$ cat config.mk
export PLATFORM = sky130hd
export DESIGN_NAME = adc_monitor_multi_flat
export DESIGN_NICKNAME = d
export VERILOG_FILES = /design/src/rtl/adc_monitor_multi_if.sv /design/src/rtl/adc_monitor_multi.sv /design/src/flat_wrapper.sv
export SDC_FILE = /design/constraint.sdc
export NUM_CORES = 1
export LEC_CHECK = 0
export ABC_AREA = 1
export CORE_UTILIZATION = 55
export CTS_CLUSTER_DIAMETER = 100
export DETAILED_ROUTE_END_ITERATION = 10
export MAX_ROUTING_LAYER = met4
export PLACE_DENSITY = 0.74
export SKIP_LAST_GASP = 1
export SYNTH_ARGS = -nofsm -noshare
export SYNTH_HDL_FRONTEND = slang
export SYNTH_SLANG_ARGS = --single-unit
$ cat constraint.sdc
create_clock -name adc_clk -period 14.4 [get_ports adc_clk]
set_input_delay 2.88 -clock adc_clk [delete_from_list [all_inputs] [get_ports adc_clk]]
set_output_delay 2.88 -clock adc_clk [all_outputs]
set_load 0.005 [all_outputs]
$ cat src/rtl/adc_monitor_multi_if.sv
// Bus between an ADC health monitor and its host: sample stream, config, snapshot.
interface adc_monitor_multi_if #(
    parameter int unsigned ADC_BITS = 14,
    parameter int unsigned WIN_BITS = 16,
    parameter int unsigned NLVL     = 2,
    parameter int unsigned CNT_BITS = 32
);
    logic signed [ADC_BITS-1:0]      adc_data;
    logic                            adc_ovfl;
    logic                            cfg_wr;
    logic [3:0]                      cfg_sel;
    logic [31:0]                     cfg_data;
    logic                            snap_req;
    logic                            ovfl_pulse;
    logic                            ovfl_sticky;
    logic                            snap_valid;
    logic [ADC_BITS-2:0]             peak_snap;
    logic [WIN_BITS:0]               ovfl_win_snap;
    logic [NLVL*CNT_BITS-1:0]        lvl_snap;

    modport master (
        output adc_data, adc_ovfl, cfg_wr, cfg_sel, cfg_data, snap_req,
        input  ovfl_pulse, ovfl_sticky, snap_valid, peak_snap, ovfl_win_snap, lvl_snap
    );

    modport slave (
        input  adc_data, adc_ovfl, cfg_wr, cfg_sel, cfg_data, snap_req,
        output ovfl_pulse, ovfl_sticky, snap_valid, peak_snap, ovfl_win_snap, lvl_snap
    );
endinterface

$ cat src/rtl/adc_monitor_multi.sv
// ADC health monitor: windowed overflow detection, level counters, peak hold, snapshots.
module adc_monitor_multi #(
    parameter int unsigned ADC_BITS = 14,
    parameter int unsigned WIN_BITS = 16,
    parameter int unsigned NLVL     = 2,
    parameter int unsigned CNT_BITS = 32
) (
    input logic               adc_clk,
    input logic               reset,
    adc_monitor_multi_if.slave io_mon
);
    localparam int unsigned MAG_BITS  = ADC_BITS - 1;
    localparam int unsigned OCNT_BITS = WIN_BITS + 1;
    localparam logic signed [ADC_BITS-1:0] ADC_MIN = {1'b1, {(ADC_BITS-1){1'b0}}};

    logic [ADC_BITS-1:0]       w_neg;
    logic [MAG_BITS-1:0]       w_mag;
    logic                      w_term;
    logic [OCNT_BITS-1:0]      w_total;
    logic                      w_pulse_set;
    logic                      w_sticky_clr;
    logic                      w_othr_wr;
    logic [NLVL-1:0]           w_lvl_wr;
    logic [NLVL-1:0]           w_lvl_hit;
    logic [NLVL*CNT_BITS-1:0]  w_lvl_flat;
    logic [MAG_BITS-1:0]       w_peak_max;

    logic [WIN_BITS-1:0]       r_win_ctr;
    logic [OCNT_BITS-1:0]      r_ocnt;
    logic [OCNT_BITS-1:0]      r_last_win;
    logic [OCNT_BITS-1:0]      r_ovfl_thr;
    logic                      r_ovfl_pulse;
    logic                      r_ovfl_sticky;
    logic [ADC_BITS-1:0]       r_lvl_thr [NLVL];
    logic [CNT_BITS-1:0]       r_lvl_cnt [NLVL];
    logic [MAG_BITS-1:0]       r_peak;
    logic                      r_snap_valid;
    logic [MAG_BITS-1:0]       r_peak_snap;
    logic [OCNT_BITS-1:0]      r_win_snap;
    logic [NLVL*CNT_BITS-1:0]  r_lvl_snap;

    // Magnitude; the most negative code saturates instead of wrapping to zero
    assign w_neg = ADC_BITS'(-io_mon.adc_data);
    assign w_mag = !io_mon.adc_data[ADC_BITS-1]  ? io_mon.adc_data[ADC_BITS-2:0] :
                   (io_mon.adc_data == ADC_MIN)  ? {MAG_BITS{1'b1}} :
                                                   w_neg[ADC_BITS-2:0];

    assign w_term       = &r_win_ctr;
    assign w_total      = r_ocnt + OCNT_BITS'(io_mon.adc_ovfl);
    assign w_pulse_set  = w_term && (r_ovfl_thr != '0) && (w_total >= r_ovfl_thr);
    assign w_othr_wr    = io_mon.cfg_wr && (io_mon.cfg_sel == 4'd0);
    assign w_sticky_clr = io_mon.cfg_wr && (io_mon.cfg_sel == 4'd1) && io_mon.cfg_data[0];
    assign w_peak_max   = (w_mag > r_peak) ? w_mag : r_peak;

    // Per-level write decode, hit qualification and flattened counter view
    always_comb begin
        w_lvl_wr   = '0;
        w_lvl_hit  = '0;
        w_lvl_flat = '0;
        for (int k = 0; k < NLVL; k++) begin
            w_lvl_wr[k]  = io_mon.cfg_wr && (io_mon.cfg_sel == 4'(k + 2));
            w_lvl_hit[k] = r_lvl_thr[k][ADC_BITS-1] ? io_mon.adc_ovfl
                                                    : (w_mag >= r_lvl_thr[k][ADC_BITS-2:0]);
            w_lvl_flat[k*CNT_BITS +: CNT_BITS] = r_lvl_cnt[k];
        end
    end

    // Overflow window: count, close on terminal sample, qualify against threshold
    always_ff @(posedge adc_clk) begin
        if (reset) begin
            r_win_ctr    <= '0;
            r_ocnt       <= '0;
            r_last_win   <= '0;
            r_ovfl_pulse <= 1'b0;
        end else begin
            r_win_ctr <= r_win_ctr + WIN_BITS'(1);
            if (w_term) begin
                r_ocnt       <= '0;
                r_last_win   <= w_total;
                r_ovfl_pulse <= w_pulse_set;
            end else begin
                r_ocnt       <= w_total;
                r_ovfl_pulse <= 1'b0;
            end
        end
    end

    // Overflow threshold register; takes effect at the next terminal sample
    always_ff @(posedge adc_clk) begin
        if (reset) begin
            r_ovfl_thr <= '0;
        end else if (w_othr_wr) begin
            r_ovfl_thr <= io_mon.cfg_data[WIN_BITS:0];
        end
    end

    // Sticky flag; a set (new or still-visible pulse) beats a coincident clear
    always_ff @(posedge adc_clk) begin
        if (reset) begin
            r_ovfl_sticky <= 1'b0;
        end else if (w_pulse_set || r_ovfl_pulse) begin
            r_ovfl_sticky <= 1'b1;
        end else if (w_sticky_clr) begin
            r_ovfl_sticky <= 1'b0;
        end
    end

    // Level thresholds and saturating counters; a write zeroes its counter
    always_ff @(posedge adc_clk) begin
        for (int k = 0; k < NLVL; k++) begin
            if (reset) begin
                r_lvl_thr[k] <= '0;
                r_lvl_cnt[k] <= '0;
            end else if (w_lvl_wr[k]) begin
                r_lvl_thr[k] <= io_mon.cfg_data[ADC_BITS-1:0];
                r_lvl_cnt[k] <= '0;
            end else if (w_lvl_hit[k] && (r_lvl_cnt[k] != {CNT_BITS{1'b1}})) begin
                r_lvl_cnt[k] <= r_lvl_cnt[k] + CNT_BITS'(1);
            end
        end
    end

    // Peak hold; a snapshot restarts tracking from the current sample
    always_ff @(posedge adc_clk) begin
        if (reset) begin
            r_peak <= '0;
        end else if (io_mon.snap_req) begin
            r_peak <= w_mag;
        end else begin
            r_peak <= w_peak_max;
        end
    end

    // Snapshot capture of pre-update register state
    always_ff @(posedge adc_clk) begin
        if (reset) begin
            r_snap_valid <= 1'b0;
            r_peak_snap  <= '0;
            r_win_snap   <= '0;
            r_lvl_snap   <= '0;
        end else begin
            r_snap_valid <= io_mon.snap_req;
            if (io_mon.snap_req) begin
                r_peak_snap <= r_peak;
                r_win_snap  <= r_last_win;
                r_lvl_snap  <= w_lvl_flat;
            end
        end
    end

    assign io_mon.ovfl_pulse    = r_ovfl_pulse;
    assign io_mon.ovfl_sticky   = r_ovfl_sticky;
    assign io_mon.snap_valid    = r_snap_valid;
    assign io_mon.peak_snap     = r_peak_snap;
    assign io_mon.ovfl_win_snap = r_win_snap;
    assign io_mon.lvl_snap      = r_lvl_snap;
endmodule

$ cat src/flat_wrapper.sv
// flat-port wrapper written by rule: the top's interface ports become plain ports
module adc_monitor_multi_flat 
#(
    parameter int unsigned ADC_BITS = 14,
    parameter int unsigned WIN_BITS = 16,
    parameter int unsigned NLVL     = 2,
    parameter int unsigned CNT_BITS = 32
)
  (adc_clk, reset, io_mon_adc_data, io_mon_adc_ovfl, io_mon_cfg_wr, io_mon_cfg_sel, io_mon_cfg_data, io_mon_snap_req, io_mon_ovfl_pulse, io_mon_ovfl_sticky, io_mon_snap_valid, io_mon_peak_snap, io_mon_ovfl_win_snap, io_mon_lvl_snap);
  adc_monitor_multi_if #(.ADC_BITS(ADC_BITS), .WIN_BITS(WIN_BITS), .NLVL(NLVL), .CNT_BITS(CNT_BITS)) io_mon_i ();
  input logic adc_clk;
  input logic reset;
  input wire logic [$bits(io_mon_i.adc_data)-1:0] io_mon_adc_data;
  input wire logic [$bits(io_mon_i.adc_ovfl)-1:0] io_mon_adc_ovfl;
  input wire logic [$bits(io_mon_i.cfg_wr)-1:0] io_mon_cfg_wr;
  input wire logic [$bits(io_mon_i.cfg_sel)-1:0] io_mon_cfg_sel;
  input wire logic [$bits(io_mon_i.cfg_data)-1:0] io_mon_cfg_data;
  input wire logic [$bits(io_mon_i.snap_req)-1:0] io_mon_snap_req;
  output wire logic [$bits(io_mon_i.ovfl_pulse)-1:0] io_mon_ovfl_pulse;
  output wire logic [$bits(io_mon_i.ovfl_sticky)-1:0] io_mon_ovfl_sticky;
  output wire logic [$bits(io_mon_i.snap_valid)-1:0] io_mon_snap_valid;
  output wire logic [$bits(io_mon_i.peak_snap)-1:0] io_mon_peak_snap;
  output wire logic [$bits(io_mon_i.ovfl_win_snap)-1:0] io_mon_ovfl_win_snap;
  output wire logic [$bits(io_mon_i.lvl_snap)-1:0] io_mon_lvl_snap;
  assign io_mon_i.adc_data = io_mon_adc_data;
  assign io_mon_i.adc_ovfl = io_mon_adc_ovfl;
  assign io_mon_i.cfg_wr = io_mon_cfg_wr;
  assign io_mon_i.cfg_sel = io_mon_cfg_sel;
  assign io_mon_i.cfg_data = io_mon_cfg_data;
  assign io_mon_i.snap_req = io_mon_snap_req;
  assign io_mon_ovfl_pulse = io_mon_i.ovfl_pulse;
  assign io_mon_ovfl_sticky = io_mon_i.ovfl_sticky;
  assign io_mon_snap_valid = io_mon_i.snap_valid;
  assign io_mon_peak_snap = io_mon_i.peak_snap;
  assign io_mon_ovfl_win_snap = io_mon_i.ovfl_win_snap;
  assign io_mon_lvl_snap = io_mon_i.lvl_snap;
  adc_monitor_multi #(.ADC_BITS(ADC_BITS), .WIN_BITS(WIN_BITS), .NLVL(NLVL), .CNT_BITS(CNT_BITS)) u_core (.adc_clk(adc_clk), .reset(reset), .io_mon(io_mon_i));
endmodule
# ---- Word level (Yosys, flattened, before mapping)
# Memory sizes are Yosys's and may differ from the RTL's.
# Index checks and enable logic that the tools add are counted.
dict set report word_totals {
  memories 2
  mem_bits_rw 92
  elab_cells 82
  reg_bits 177
}
dict set report classes {
  n_bitwise 7
  addsub 5
  n_reduce_logical 17
  n_lt_le_gt_ge 4
  n_eq_ne 6
  muxes 30
}
# memory words word_bits read_ports rd_ports_with_merged_regs write_ports line
set mem_list {}
lappend mem_list {u_core.r_lvl_cnt 2 32 2 0 2 adc_monitor_multi.sv:35} ;# logic [CNT_BITS-1:0] r_lvl_cnt [NLVL];
lappend mem_list {u_core.r_lvl_thr 2 14 2 0 2 adc_monitor_multi.sv:34} ;# logic [ADC_BITS-1:0] r_lvl_thr [NLVL];
# operator n
set ops {}
lappend ops {{$mux W32} 4}
lappend ops {{$add A32 B1 Y32 const B} 2}
lappend ops {{$ne A32 B32 Y1 const B} 2}
lappend ops {{$mux W13} 4}
lappend ops {{$mux W14} 2}
lappend ops {{$ge A13 B13 Y1} 2}
lappend ops {{$mux W1} 20}
lappend ops {{$add A17 B1 Y17} 1}
lappend ops {{$ge A17 B17 Y1} 1}
lappend ops {{$reduce_bool A17 Y1} 1}
lappend ops {{$add A16 B1 Y16 const B} 1}
lappend ops {{$reduce_and A16 Y1} 1}
lappend ops {{$eq A14 B14 Y1 const B} 1}
lappend ops {{$gt A13 B13 Y1} 1}
lappend ops {{$neg A13 Y13} 1}
lappend ops {{$logic_and A1 B1 Y1} 9}
lappend ops {{$eq A4 B2 Y1 const B} 2}
lappend ops {{$or A1 B1 Y1} 6}
lappend ops {{$eq A4 B1 Y1 const B} 1}
lappend ops {{$logic_not A4 Y1} 1}
lappend ops {{$reduce_bool A2 Y1} 2}
lappend ops {{$reduce_or A2 Y1} 2}
lappend ops {{$logic_or A1 B1 Y1} 1}
lappend ops {{$not A1 Y1} 1}

# ---- Longest topological paths before layout
# Gate-level depths: netlist of run 1.
dict set report logic_depth {
  word_depth 11
  depth_mapped 20
  depth_no_buf 19
}

# ---- Worst setup path before layout of run 1
# OpenSTA, ideal clock, no wires.
dict set report synth_path {
  kind {input-to-reg}
  start {in io_mon_adc_data[0]}
  end {mem u_core.r_lvl_cnt[0][0] (enable)}
  setup_ns 0.466
  arrival_ns 6.867
  path_buffers 1
  slack_ns 7.068
  path_stages 16
  cell_sequence {inv_1 > ha_1 > nand3_1 > nor2_1 > nand4_1 > buf_2 > nand3_1 > ha_1 > nand2_1 > nor2_1 > inv_1 > nor2_1 > nand2_1 > nand3_1 > nor2_1 > o21ai_0}
}
# element line
set synth_lines {}
lappend synth_lines {{start: declaration} flat_wrapper.sv:13} ;# input wire logic [$bits(io_mon_i.adc_data)-1:0] io_mon_adc_data;
lappend synth_lines {{end: declaration} adc_monitor_multi.sv:35}

==> metrics.txt, run 1 <==
outcome=finished clean; Final #Nets=2073; Power Dens Cells=113.3 nW/µm²; HP Class=reg -> reg; CTS hold repair buffers=0; Internal Pwr Total=1373 µW; Max rail drop VDD=0.08481 mV; Hold Path Stages=1; Overflow after GRT=0; gpl congestion=0.9480; CTS Buf Count=28; worst r2r path cells=9; P_leak=0.006859 µW; fin cells=2303; r2r setup slk=11500 ps; Clock transition at path regs=60 ps; DR DRC count=0; Sw Ratio=25.83%; largest net degree at the start of global routing=122; sequential element share of the synthesized area=45.53%; CTS max path bufs=3; vias=11954; post-synthesis area per instance=7.491 µm²; Seq pwr share=47.3%; worst slew pin tran=1071 ps; distinct cell type count after synthesis=34; fin crit period=6462 ps; routed len/inst=14.07 µm; Worst Hold Margin=447.6 ps; remaining antenna violation count=0; critical path type=in -> reg; clock power share=39.1%; CTS sink count=269; DP Cell Count=2250; Root Driver=clkbuf_16; slowest CP cell=clkdlybuf4s50_1; commonest cells after routing, fill and taps aside=nand2_1 (374), nor2_1 (286), inv_1 (263), dfxtp_1 (177), clkdlybuf4s50_1 (135); share of cells above drive strength 1=4.297%; Max-cap violations=0; Critical Path RT=14650 ps; switching pwr=478.1 µW; TritonRoute pass-1 iters=5; Finish-stage setup viols=0; maximum clock frequency=154.7 MHz; Max-slew headroom=28.57%; vias in the first global route=11183; drt total wl=32.40 mm; Post-Syn Area=13850 µm²; TritonCTS clock tree=built; final instance area=16330 µm²; worst skew pair latency=540 ps; Synth Warn #=0; Die Ht=160.7 µm; most used cell, CP=nand2_1; DP Area=15390 µm²; first-pass GRT wire length=53.93 mm; min-delay src=u_core.r_win_ctr[0]; setup TNS=0 ps; 1st-iter DRT viols=753; RSZ-0062 raised after global routing=false; die area=25820 µm²; Ports=152; port bufs=136; Starting Density=56.46%; largest stage delay on the critical path=810 ps; Post-Synthesis Cells=1849; critical path peak fanout=33; area delta synth->final=17.93%; Detail Placement HPWL=23.23 mm; # H-tree levels=1; final hold viol count=0; Fin Clk Skew=13.54 ps; #FFs+latches synth=269; post-CTS setup buffers=0; CP endpoint kind=flop; CP cell instances=clkdlybuf4s50_1, inv_1, nor2_1, nand4_1, a21oi_1, ha_1, nand2_1, nor2_1, nand2_1, nand3_1, nand2_1, nand3_1, nor2_2, buf_4, o21ai_2, buf_4; Comb power frac=13.6%; capturing point of the worst reg2reg path=u_core.r_lvl_cnt[0][2]; core area=24530 µm²; Worst Hold End=u_core.r_win_ctr[0]; Pwr Total=1851 µW; Crit path arrival time=6710 ps; initial antenna violation count=1; fin crit share=44.88%; Synth Net Count=1966; Reg-to-Reg Start=u_core.r_lvl_cnt[0][0]; startpoint types=input pin; CTS resizes=0; Die X=160.7 µm; Slew Viols, Final=0; GRT Total Usage=25.91%; row count=57; Vias/cell=5.191; most common cell after layout, fill and taps aside=nand2_1
-- flip-flops by register name (all words and copies together), names as in the netlist, 13 cells and up --
register	cells
u_core.r_last_win	17
u_core.r_ocnt	17
u_core.r_win_ctr	16
u_core.io_mon.lvl_snap	64
u_core.r_lvl_thr	28
u_core.r_peak	13
u_core.io_mon.ovfl_win_snap	17
u_core.r_lvl_cnt	64
u_core.r_ovfl_thr	17
u_core.io_mon.peak_snap	13
-- stage by stage --
step | util (%) | setup slack (ps)
finish | 66.58 | 7938
global placement | 62.75 | 7479
detailed placement | 62.75 | 7453
CTS | 66.57 | 8007
floorplan | - | 7068
global route | 66.58 | 7602
-- power groups by stage --
stage | logic [µW] | registers [µW] | clock network [µW]
global placement | 244 | 890 | 0
detailed placement | 250 | 891 | 0
finish | 252 | 876 | 724
CTS | 253 | 875 | 736
floorplan | 160 | 883 | 0
global route | 287 | 882 | 768
-- metal layers --
layer	part of all wire, %	global-route usage [%]
met1	46	33.80
met2	47	43.05
met3	5.0	3.151
met4	2.2	5.961
met5	0	-
-- how the worst max path moves through the flow --
stage | to | slack, ps | startpoint | depth (start not counted)
global route | u_core.r_lvl_cnt[0][20] | 7600 | io_mon_adc_data[13] | 16
floorplan | u_core.r_lvl_cnt[0][0] | 7070 | io_mon_adc_data[0] | 16
finish | u_core.r_lvl_cnt[0][2] | 7940 | io_mon_adc_data[13] | 16
global placement | u_core.r_lvl_cnt[0][22] | 7480 | io_mon_adc_data[13] | 16
CTS | u_core.r_lvl_cnt[0][27] | 8010 | io_mon_adc_data[13] | 16
detailed placement | u_core.r_lvl_cnt[0][22] | 7450 | io_mon_adc_data[13] | 16
-- cells in the mapped netlist --
master / n / area, µm²
nand2_1: 374 / 1404
nor2_1: 288 / 1081
inv_1: 264 / 991.0
dfxtp_1: 177 / 3543
o21ai_0: 127 / 635.6
a21oi_1: 122 / 610.6
edfxtp_1: 92 / 2763
nor3_1: 78 / 390.4
nand3_1: 76 / 380.4
ha_1: 62 / 775.7
clkbuf_1: 49 / 183.9
xor2_1: 39 / 341.6
nand4_1: 20 / 125.1
buf_2: 13 / 65.06
nand3b_1: 12 / 90.09
xnor2_1: 11 / 96.34
o21ai_2: 9 / 78.83
nor2_2: 6 / 37.54
nand3_2: 4 / 40.04
and3_2: 3 / 22.52
nor2_4: 3 / 33.78
nor4_1: 3 / 18.77
or2_2: 3 / 18.77
buf_6: 2 / 22.52
nor3b_1: 2 / 15.01
o21a_1: 2 / 15.01
a21boi_0: 1 / 7.510
a21o_1: 1 / 7.510
and2_1: 1 / 6.260
buf_4: 1 / 7.510
inv_2: 1 / 3.750
nand2_4: 1 / 11.26
nand4_4: 1 / 21.27
nor2b_1: 1 / 6.260
-- logic make-up after synthesis --
kind of cell / count (synthesis) / share of synthesized area, %
AO/OA/AOI/OAI: 262 / 9.783
XOR/XNOR: 50 / 3.162
adder cells (fa/ha/maj): 62 / 5.601
buffers and inverters: 330 / 9.196
flip-flops: 269 / 45.53
AND/OR/NAND/NOR: 876 / 26.73
-- area by class of cell --
cell class                 instances  area (µm²)
clock buffer                      44       864.6
sequential                       269        6306
clock inverter                     8       72.57
timing repair buffer             142        1404
multi-input combinational       1250        6284
fill                            2107        8199
tap                              324       405.4
inverter                         265       996.0
antenna                            1       2.502
-- critical path: cells and delay by family --
family | cells | cell delay [ps]
buf+inv | 4 | 1640
simple gates | 9 | 1170
compound gates | 2 | 640
fa+ha+maj | 1 | 330
(Power assumes the default switching activity.)
==> run 2: changes to the inputs <==
--- a/config.mk
+++ b/config.mk
@@ -6,11 +6,11 @@
 export NUM_CORES = 1
 export LEC_CHECK = 0
 export ABC_AREA = 1
-export CORE_UTILIZATION = 55
+export CORE_UTILIZATION = 52
 export CTS_CLUSTER_DIAMETER = 100
 export DETAILED_ROUTE_END_ITERATION = 10
 export MAX_ROUTING_LAYER = met4
-export PLACE_DENSITY = 0.74
+export PLACE_DENSITY = 0.73
 export SKIP_LAST_GASP = 1
 export SYNTH_ARGS = -nofsm -noshare
 export SYNTH_HDL_FRONTEND = slang
==> constraint.sdc (replaced) <==
create_clock -name adc_clk -period 5.61 [get_ports adc_clk]
set_input_delay 1.122 -clock adc_clk [delete_from_list [all_inputs] [get_ports adc_clk]]
set_output_delay 1.122 -clock adc_clk [all_outputs]
set_load 0.005 [all_outputs]
==> run 2 against run 1 <==
  * Hold slack improved by 4.9 ps
  * Largest power group unchanged
  * Sequential power increased to 2.6 times the previous value
  * Sequential share of layout area fell by 0.18 points
==> metrics.txt, run 2 (synthesis gave the netlist of run 1 again) <==
gpl congestion=0.9477 (about the same); post-CTS setup buffers=0 (unchanged); largest net degree at the start of global routing=138 (+13%); routed len/inst=14.30 µm (+1.7%); die area=27290 µm² (+5.7%); Vias/cell=5.169 (-0.42%); Die X=165.2 µm (+2.8%); maximum clock frequency=237.9 MHz; Fin Clk Skew=9.952 ps (-3.588 ps); CP endpoint kind=flop; core area=26060 µm² (+6.2%); Clock transition at path regs=60 ps (about the same); Overflow after GRT=0 (unchanged); Reg-to-Reg Start=u_core.r_lvl_cnt[1][0]; 1st-iter DRT viols=834 (+11%); most common cell after layout, fill and taps aside=nand2_1; CTS resizes=0 (unchanged); CP cell instances=clkdlybuf4s50_1, inv_1, ha_1, nand3_1, nor2_1, nand4_1, buf_4, a21oi_1, ha_1, nand2_1, nor2_1, nand2_1, nand3_1, nand2_1, nand3_1, nor2_2, buf_4, nor3_1; Max rail drop VDD=0.2647 mV (+210%); Starting Density=53.15% (-3.3 points); row count=59 (+3.5%); # H-tree levels=1 (unchanged); TritonCTS clock tree=built; Max-cap violations=0 (unchanged); GRT Total Usage=25.44% (-0.47 points); largest stage delay on the critical path=440 ps (-370 ps); min-delay src=u_core.r_last_win[14]; HP Class=reg -> reg; Root Driver=clkbuf_16; DR DRC count=0 (unchanged); CTS max path bufs=3 (unchanged); CTS sink count=269 (unchanged); share of cells above drive strength 1=4.740% (+0.44 points); Power Dens Cells=293.4 nW/µm² (+160%); capturing point of the worst reg2reg path=u_core.r_lvl_cnt[1][29]; first-pass GRT wire length=54.78 mm (+1.6%); commonest cells after routing, fill and taps aside=nand2_1 (374), nor2_1 (286), inv_1 (263), dfxtp_1 (177), clkdlybuf4s50_1 (135); fin crit period=4203 ps; post-route setup slack=1407 ps (-6530 ps); critical path peak fanout=32 (-3.0%); area delta synth->final=18.48%; final hold viol count=0 (unchanged); Critical Path RT=5890 ps (-8760 ps); Finish-stage setup viols=0 (unchanged); Die Ht=165.2 µm (+2.8%); startpoint types=input pin; vias=11986 (+0.27%); Ports=152 (unchanged); Crit path arrival time=4480 ps (-2230 ps); dpl ws=890.7 ps (-6562 ps); worst slew pin tran=1199 ps (+127.4 ps); worst skew pair latency=540 ps (about the same); Slew Viols, Final=0 (unchanged); CTS hold repair buffers=0 (unchanged); critical path type=in -> reg; Layout Utilization=62.98% (-3.6 points); DP Cell Count=2266 (+0.71%); TritonRoute pass-1 iters=5 (unchanged); r2r setup slk=2710 ps (-8790 ps); initial antenna violation count=1 (unchanged); worst r2r path cells=9 (unchanged); CTS Buf Count=28 (unchanged); outcome=finished clean; fin crit share=74.91%; slowest CP cell=clkdlybuf4s50_1; P_leak=0.006911 µW (+0.76%); vias in the first global route=11525 (+3.1%); Worst Hold End=u_core.io_mon.ovfl_win_snap[14]; Detail Placement HPWL=23.81 mm (+2.5%); Max-slew headroom=20.08% (-8.5 points); remaining antenna violation count=0 (unchanged); port bufs=136 (unchanged); drt total wl=33.17 mm (+2.4%); Pwr Total=4815 µW (+160%); fin cells=2319 (+0.69%); Final #Nets=2078 (+0.24%); Hold Path Stages=2 (+1); RSZ-0062 raised after global routing=false; setup TNS=0 ps (unchanged)
-- run 2: worst max-delay path by stage --
stage / start / to / cells past startpoint
after floorplan: io_mon_adc_data[0] / u_core.r_lvl_cnt[0][0] / 16
after CTS: io_mon_adc_data[1] / u_core.r_lvl_cnt[1][19] / 18
after global placement: io_mon_adc_data[1] / u_core.r_lvl_cnt[1][20] / 18
after detailed placement: io_mon_adc_data[1] / u_core.r_lvl_cnt[1][6] / 18
final: io_mon_adc_data[1] / u_core.r_lvl_cnt[0][16] / 18
after global routing: io_mon_adc_data[0] / u_core.r_lvl_cnt[0][2] / 18
-- run 2: through the flow --
stage	hold WS (ps)	instance area, µm²
5_1_grt	472.0	16410
3_5_place_dp	445.8	15450
3_3_place_gp	429.4	15450
6_report	452.5	16410
4_1_cts	454.6	16410
2_1_floorplan	417.5	13850
-- run 2: routing by layer --
metal	track usage, %	vias to the layer above	routed length (µm)
met5	-	-	0
met4	7.131	0	781
met3	2.897	56	1505
met2	42.58	279	15540
met1	32.46	5486	15340
li1	-	6165	-
-- run 2: where the power goes --
| group | internal [µW] | switching [µW] | leakage, µW |
|---|---|---|---|
| registers | 2150 | 92.8 | 0.00240 |
| clock network | 1160 | 750 | 0.000483 |
| logic | 272 | 388 | 0.00402 |
-- run 2: worst max-delay path: cells and delay by family --
| kind | cells | cell delay [ps] |
|---|---|---|
| AOI/OAI and AO/OA | 1 | 400 |
| and+or+nand+nor | 11 | 1240 |
| buffers and inverters | 4 | 1160 |
| adders and majority gates | 2 | 540 |
-- run 2: cell type report --
class | count | area, µm²
Fill cell | 2329 | 9648
Sequential cell | 269 | 6306
Multi-Input combinational cell | 1250 | 6284
Timing Repair Buffer | 147 | 1441
Inverter | 265 | 996.0
Clock buffer | 40 | 828.3
Tap cell | 335 | 419.2
Clock inverter | 12 | 133.9
Antenna cell | 1 | 2.502
